<file path="src/rtl/alu_loop_ctrl.sv">
// rtl/alu_loop_ctrl.sv - counted-loop sequencer driving the reg-file/ALU datapath
// Runs dest = init; while (dest != limit) dest += step; with a step budget.
module alu_loop_ctrl #(
  parameter int REG_FILE_ADDR_WIDTH = 5,
  parameter int DATA_WIDTH          = 32,
  parameter int CNT_WIDTH           = 16
) (
  input  logic                           clk,
  input  logic                           rst,
  input  logic                           start,
  input  logic [DATA_WIDTH-1:0]          init_val,
  input  logic [DATA_WIDTH-1:0]          limit_val,
  input  logic [DATA_WIDTH-1:0]          step_val,
  input  logic [REG_FILE_ADDR_WIDTH-1:0] dest_reg,
  input  logic [REG_FILE_ADDR_WIDTH-1:0] lim_reg,
  input  logic [CNT_WIDTH-1:0]           max_iter,
  input  logic                           EQ,
  output logic [REG_FILE_ADDR_WIDTH-1:0] AD1,
  output logic [REG_FILE_ADDR_WIDTH-1:0] AD2,
  output logic [REG_FILE_ADDR_WIDTH-1:0] AD3,
  output logic                           WE3,
  output logic                           ALUsrc,
  output logic                           ALUctrl,
  output logic [DATA_WIDTH-1:0]          ImmOp,
  output logic                           busy,
  output logic                           done,
  output logic                           timeout,
  output logic                           cfg_err,
  output logic [CNT_WIDTH-1:0]           iter_count
);

  typedef enum logic [2:0] {
    S_IDLE, S_ERR, S_INIT, S_LIMIT, S_CHECK, S_STEP, S_DONE
  } state_t;

  state_t                         state_q, state_d;
  logic [DATA_WIDTH-1:0]          init_q, init_d;
  logic [DATA_WIDTH-1:0]          limit_q, limit_d;
  logic [DATA_WIDTH-1:0]          step_q, step_d;
  logic [REG_FILE_ADDR_WIDTH-1:0] dest_q, dest_d;
  logic [REG_FILE_ADDR_WIDTH-1:0] lim_q, lim_d;
  logic [CNT_WIDTH-1:0]           max_q, max_d;
  logic [CNT_WIDTH-1:0]           iter_q, iter_d;
  logic                           timeout_q, timeout_d;
  logic                           cfg_err_q, cfg_err_d;

  always_ff @(posedge clk or posedge rst) begin
    if (rst) begin
      state_q   <= S_IDLE;
      init_q    <= '0;
      limit_q   <= '0;
      step_q    <= '0;
      dest_q    <= '0;
      lim_q     <= '0;
      max_q     <= '0;
      iter_q    <= '0;
      timeout_q <= 1'b0;
      cfg_err_q <= 1'b0;
    end else begin
      state_q   <= state_d;
      init_q    <= init_d;
      limit_q   <= limit_d;
      step_q    <= step_d;
      dest_q    <= dest_d;
      lim_q     <= lim_d;
      max_q     <= max_d;
      iter_q    <= iter_d;
      timeout_q <= timeout_d;
      cfg_err_q <= cfg_err_d;
    end
  end

  always_comb begin
    state_d   = state_q;
    init_d    = init_q;
    limit_d   = limit_q;
    step_d    = step_q;
    dest_d    = dest_q;
    lim_d     = lim_q;
    max_d     = max_q;
    iter_d    = iter_q;
    timeout_d = timeout_q;
    cfg_err_d = cfg_err_q;
    AD1       = '0;
    AD2       = '0;
    AD3       = '0;
    WE3       = 1'b0;
    ALUsrc    = 1'b0;
    ALUctrl   = 1'b0;
    ImmOp     = '0;
    busy      = 1'b0;
    done      = 1'b0;

    case (state_q)
      S_IDLE: begin
        if (start) begin
          init_d    = init_val;
          limit_d   = limit_val;
          step_d    = step_val;
          dest_d    = dest_reg;
          lim_d     = lim_reg;
          max_d     = max_iter;
          iter_d    = '0;
          timeout_d = 1'b0;
          // r0 is hardwired zero, and dest/lim must not alias each other
          if (dest_reg == '0 || lim_reg == '0 || dest_reg == lim_reg) begin
            cfg_err_d = 1'b1;
            state_d   = S_ERR;
          end else begin
            cfg_err_d = 1'b0;
            state_d   = S_INIT;
          end
        end
      end
      S_ERR: begin
        busy    = 1'b1;
        done    = 1'b1;
        state_d = S_IDLE;
      end
      S_INIT: begin
        busy    = 1'b1;
        AD3     = dest_q;
        ALUsrc  = 1'b1;
        ImmOp   = init_q;
        WE3     = 1'b1;
        state_d = S_LIMIT;
      end
      S_LIMIT: begin
        busy    = 1'b1;
        AD3     = lim_q;
        ALUsrc  = 1'b1;
        ImmOp   = limit_q;
        WE3     = 1'b1;
        state_d = S_CHECK;
      end
      S_CHECK: begin
        busy    = 1'b1;
        AD1     = dest_q;
        AD2     = lim_q;
        ALUctrl = 1'b1;
        // Budget test comes before the STEP increment, so iter never wraps
        if (EQ) begin
          state_d = S_DONE;
        end else if (iter_q == max_q) begin
          timeout_d = 1'b1;
          state_d   = S_DONE;
        end else begin
          state_d = S_STEP;
        end
      end
      S_STEP: begin
        busy    = 1'b1;
        AD1     = dest_q;
        AD3     = dest_q;
        ALUsrc  = 1'b1;
        ImmOp   = step_q;
        WE3     = 1'b1;
        iter_d  = iter_q + 1'b1;
        state_d = S_CHECK;
      end
      S_DONE: begin
        busy    = 1'b1;
        done    = 1'b1;
        state_d = S_IDLE;
      end
      default: state_d = S_IDLE;
    endcase
  end

  assign timeout    = timeout_q;
  assign cfg_err    = cfg_err_q;
  assign iter_count = iter_q;

endmodule

</file>
<file path="config.mk">
export PLATFORM = sky130hd
export DESIGN_NAME = alu_loop_ctrl
export DESIGN_NICKNAME = d
export VERILOG_FILES = /design/src/rtl/alu_loop_ctrl.sv
export SDC_FILE = /design/constraint.sdc
export NUM_CORES = 1
export LEC_CHECK = 0
export ABC_CLOCK_PERIOD_IN_PS = 8800
export BUFFER_PORTS_ARGS = -buffer_cell sky130_fd_sc_hd__buf_2
export CAP_MARGIN = 10
export CORE_ASPECT_RATIO = 1.1
export CORE_MARGIN = 3
export CORE_UTILIZATION = 56
export CTS_CLUSTER_DIAMETER = 30
export DETAILED_ROUTE_END_ITERATION = 8
export PLACE_DENSITY = 0.85
export SETUP_SLACK_MARGIN = 0.02
export SYNTH_ARGS = -nofsm -noshare
export SYNTH_HDL_FRONTEND = slang
export SYNTH_SLANG_ARGS = --single-unit
</file>
<file path="constraint.sdc">
create_clock -name clk -period 8.8 [get_ports clk]
set_clock_uncertainty 0.2 [all_clocks]
set_input_delay 0 -clock clk [delete_from_list [all_inputs] [get_ports clk]]
set_output_delay 0 -clock clk [all_outputs]
set_load 0.01 [all_outputs]
</file>
==> qor.yml <==
worstPathArrival_ns: 3.15
core_area_mm2: 0.01154
drtPass1Iterations: 5
yosys_warnings: 0
cts_resized: 0
peakVddDrop_mv: 0.2048
fmax_mhz: 298.4
grt_pass1_vias: 7189
violations: "hold timing"
drive_gt1_frac: 0.2159
wire_per_inst_um: 18.16
r2r_start: "state_q[0]"
synth_area_per_cell_um2: 8.450
final_core_util: 0.8302
grt_max_degree: 94
synth_commonest_cells: "nand2_1, dfrtp_1, o21ai_0, mux2i_1"
hold_path_class: "primary input to asynchronous set/reset pin"
period_share: 0.3808
maxSlewViolCount: 0
synthFlopType: "dfrtp_1"
cts.clk_slew.worst_paths_ns: 0.06
finalWirelength_mm: 22.84
cellPowerDensity_mw_per_mm2: 309.8
crit_fanout: 40
final_area_mm2: 0.009583
cts-htree-levels: 4
cp-end-kind: "output port"
gp_congestion: 0.8223
reg2reg_slack_ns: 5.59
fin_ws_ns: 5.449
place_area_mm2: 0.007689
setup_viol: 0
num_vias: 6965
synth-seq-cells: 143
synth.distinct_cells: 35
ys_seq_area_frac: 0.5354
synthToLayoutAreaGrowth_pct: 43.37
syn_nets: 918
hold_violations: 1
worstPathRequired_ns: 8.60
holdWs_ns: -0.006804
clock-sinks: 143
die_h_um: 120.6
grt_overflow: 0
synth.top_cell.area_share: 0.5354
multi_input_comb_area_mm2: 0.002873
p_leak_nw: 5.035
grt_pass1_wl_mm: 35.57
fin_crit_ns: 3.351
cts_tree: "yes"
status: "finished with violations"
track_usage: 0.3515
cts_made_buffers: 17
cts.path.max_buffers: 2
netlist_area_mm2: 0.006684
fillCellCount: 628
boundaryPins: 196
drc: 0
synth-edff-count: 0
pre_cts_ws_ns: 5.677
dp_hpwl_mm: 11.23
nNetsFinal: 1221
dr.first_iter.drc_count: 685
finalSetupTns_ns: 0
fp-row-count: 41
clock_latency_ns: 0.42
crit_start: "state_q[0]"
synth_area_leaders: "dfrtp_1, nand2_1, mux2i_1"
fp.dieArea_mm2: 0.01328
rr_worst_depth: 6
chipWidth_um: 110.2
antenna_found_initial: 1
initial_core_util: 0.5791
syn_inst: 791
drv_cap: 0
worst_pin_slew_ns: 1.057
crit_path_end: "ImmOp[23]"
crit_path_start_kind: "flip-flop"
yosysMostFrequentCell: "nand2_1"
path_class: "flip-flop to output port"
layout.area.seq_mm2: 0.003580
synth.largest_area_cell: "dfrtp_1"
vias_per_cell: 5.537
synth-async-reset-ratio: 1.000
portBuffers: 195
rsz0062_at_grt: "false"
relSlewSlack: 0.2936
drtAntennaViolNets: 0
clock-root-buffer: "clkbuf_16"
r2r_end: "iter_count[2]"
## cell type report
class,count,share of cell area
inverters,4,0.002089
multi-input cells,600,0.2998
diodes,1,0.0002611
repair buffers,328,0.2389
flip-flops and latches,143,0.3735
clock buffers,19,0.04622
well taps,150,0.01958
clock inverters,13,0.01958
## cell usage in the layout (no fill, tap or decap), types with 10 or more instances in the layout
master / Yosys / final
xnor2_1: 18 / 18
and2_1: 10 / 10
dlygate4sd3_1: 0 / 126
dfrtp_1: 143 / 142
mux2i_1: 39 / 39
nand2_1: 417 / 417
nand3_1: 12 / 12
buf_2: 18 / 195
o21ai_0: 49 / 49
clkbuf_16: 0 / 17
## worst min path at each step
stage | from | depth (start not counted) | to
2_1_floorplan | dest_reg[0] | 2 | dest_q[0]
3_3_place_gp | rst | 2 | dest_q[3]
3_5_place_dp | rst | 2 | dest_q[3]
4_1_cts | rst | 3 | dest_q[3]
5_1_grt | rst | 3 | dest_q[3]
6_report | rst | 3 | dest_q[3]
## cell families (layout without fill, tap and decap cells)
group                    after synthesis  in the layout  share of synthesized area
AND/OR/NAND/NOR                      474            474                     0.2862
flip-flops                           143            143                     0.5354
AO/OA/AOI/OAI                         63             63                    0.05204
buffers and inverters                 48            364                    0.03594
multiplexers                          39             39                    0.05840
XOR/XNOR                              23             23                    0.03014
adder cells (fa/ha/maj)                1              1                   0.001872
other                                  0              1                          0
## power breakdown
group / internal, mW / switching (mW) / leakage, nW
Sequential: 0.938 / 0.215 / 1.80
Clock: 0.483 / 0.285 / 0.300
Combinational: 0.405 / 0.642 / 2.94
Total: 1.83 / 1.14 / 5.04
## sequential cells by signal, indices dropped and copies added, names as in the netlist
name        count
init_q         32
limit_q        32
step_q         32
iter_count     16
max_q          16
dest_q          5
lim_q           5
state_q         3
cfg_err         1
timeout         1
## per-layer routing
metal	part of all wire	GRT usage
met5	0	0
met4	0.055	0.2063
met3	0.083	0.07955
met2	0.51	0.5929
met1	0.35	0.4041
## worst max-delay path: stages, from the launching register on
cell and delay, ns:
dfrtp_2 0.72, buf_4 0.47, nand2b_1 0.17, nor2_4 0.82, nand2_1 0.17, o21ai_0 0.17
buf_2 0.20
## per-stage QoR
step,total power [mW],cells
floorplan,1.760,791
global placement,2.021,1099
detailed placement,2.058,1099
CTS,2.876,1257
global route,3.130,1258
finish,2.968,1258
## timing repair
action / 4_1_cts / 5_1_grt
hold buffers: 126 / 0
endpoints found under the hold margin: 187 / 0
setup buffers: 0 / 0
No activity file was read; power rests on OpenSTA's default activity.
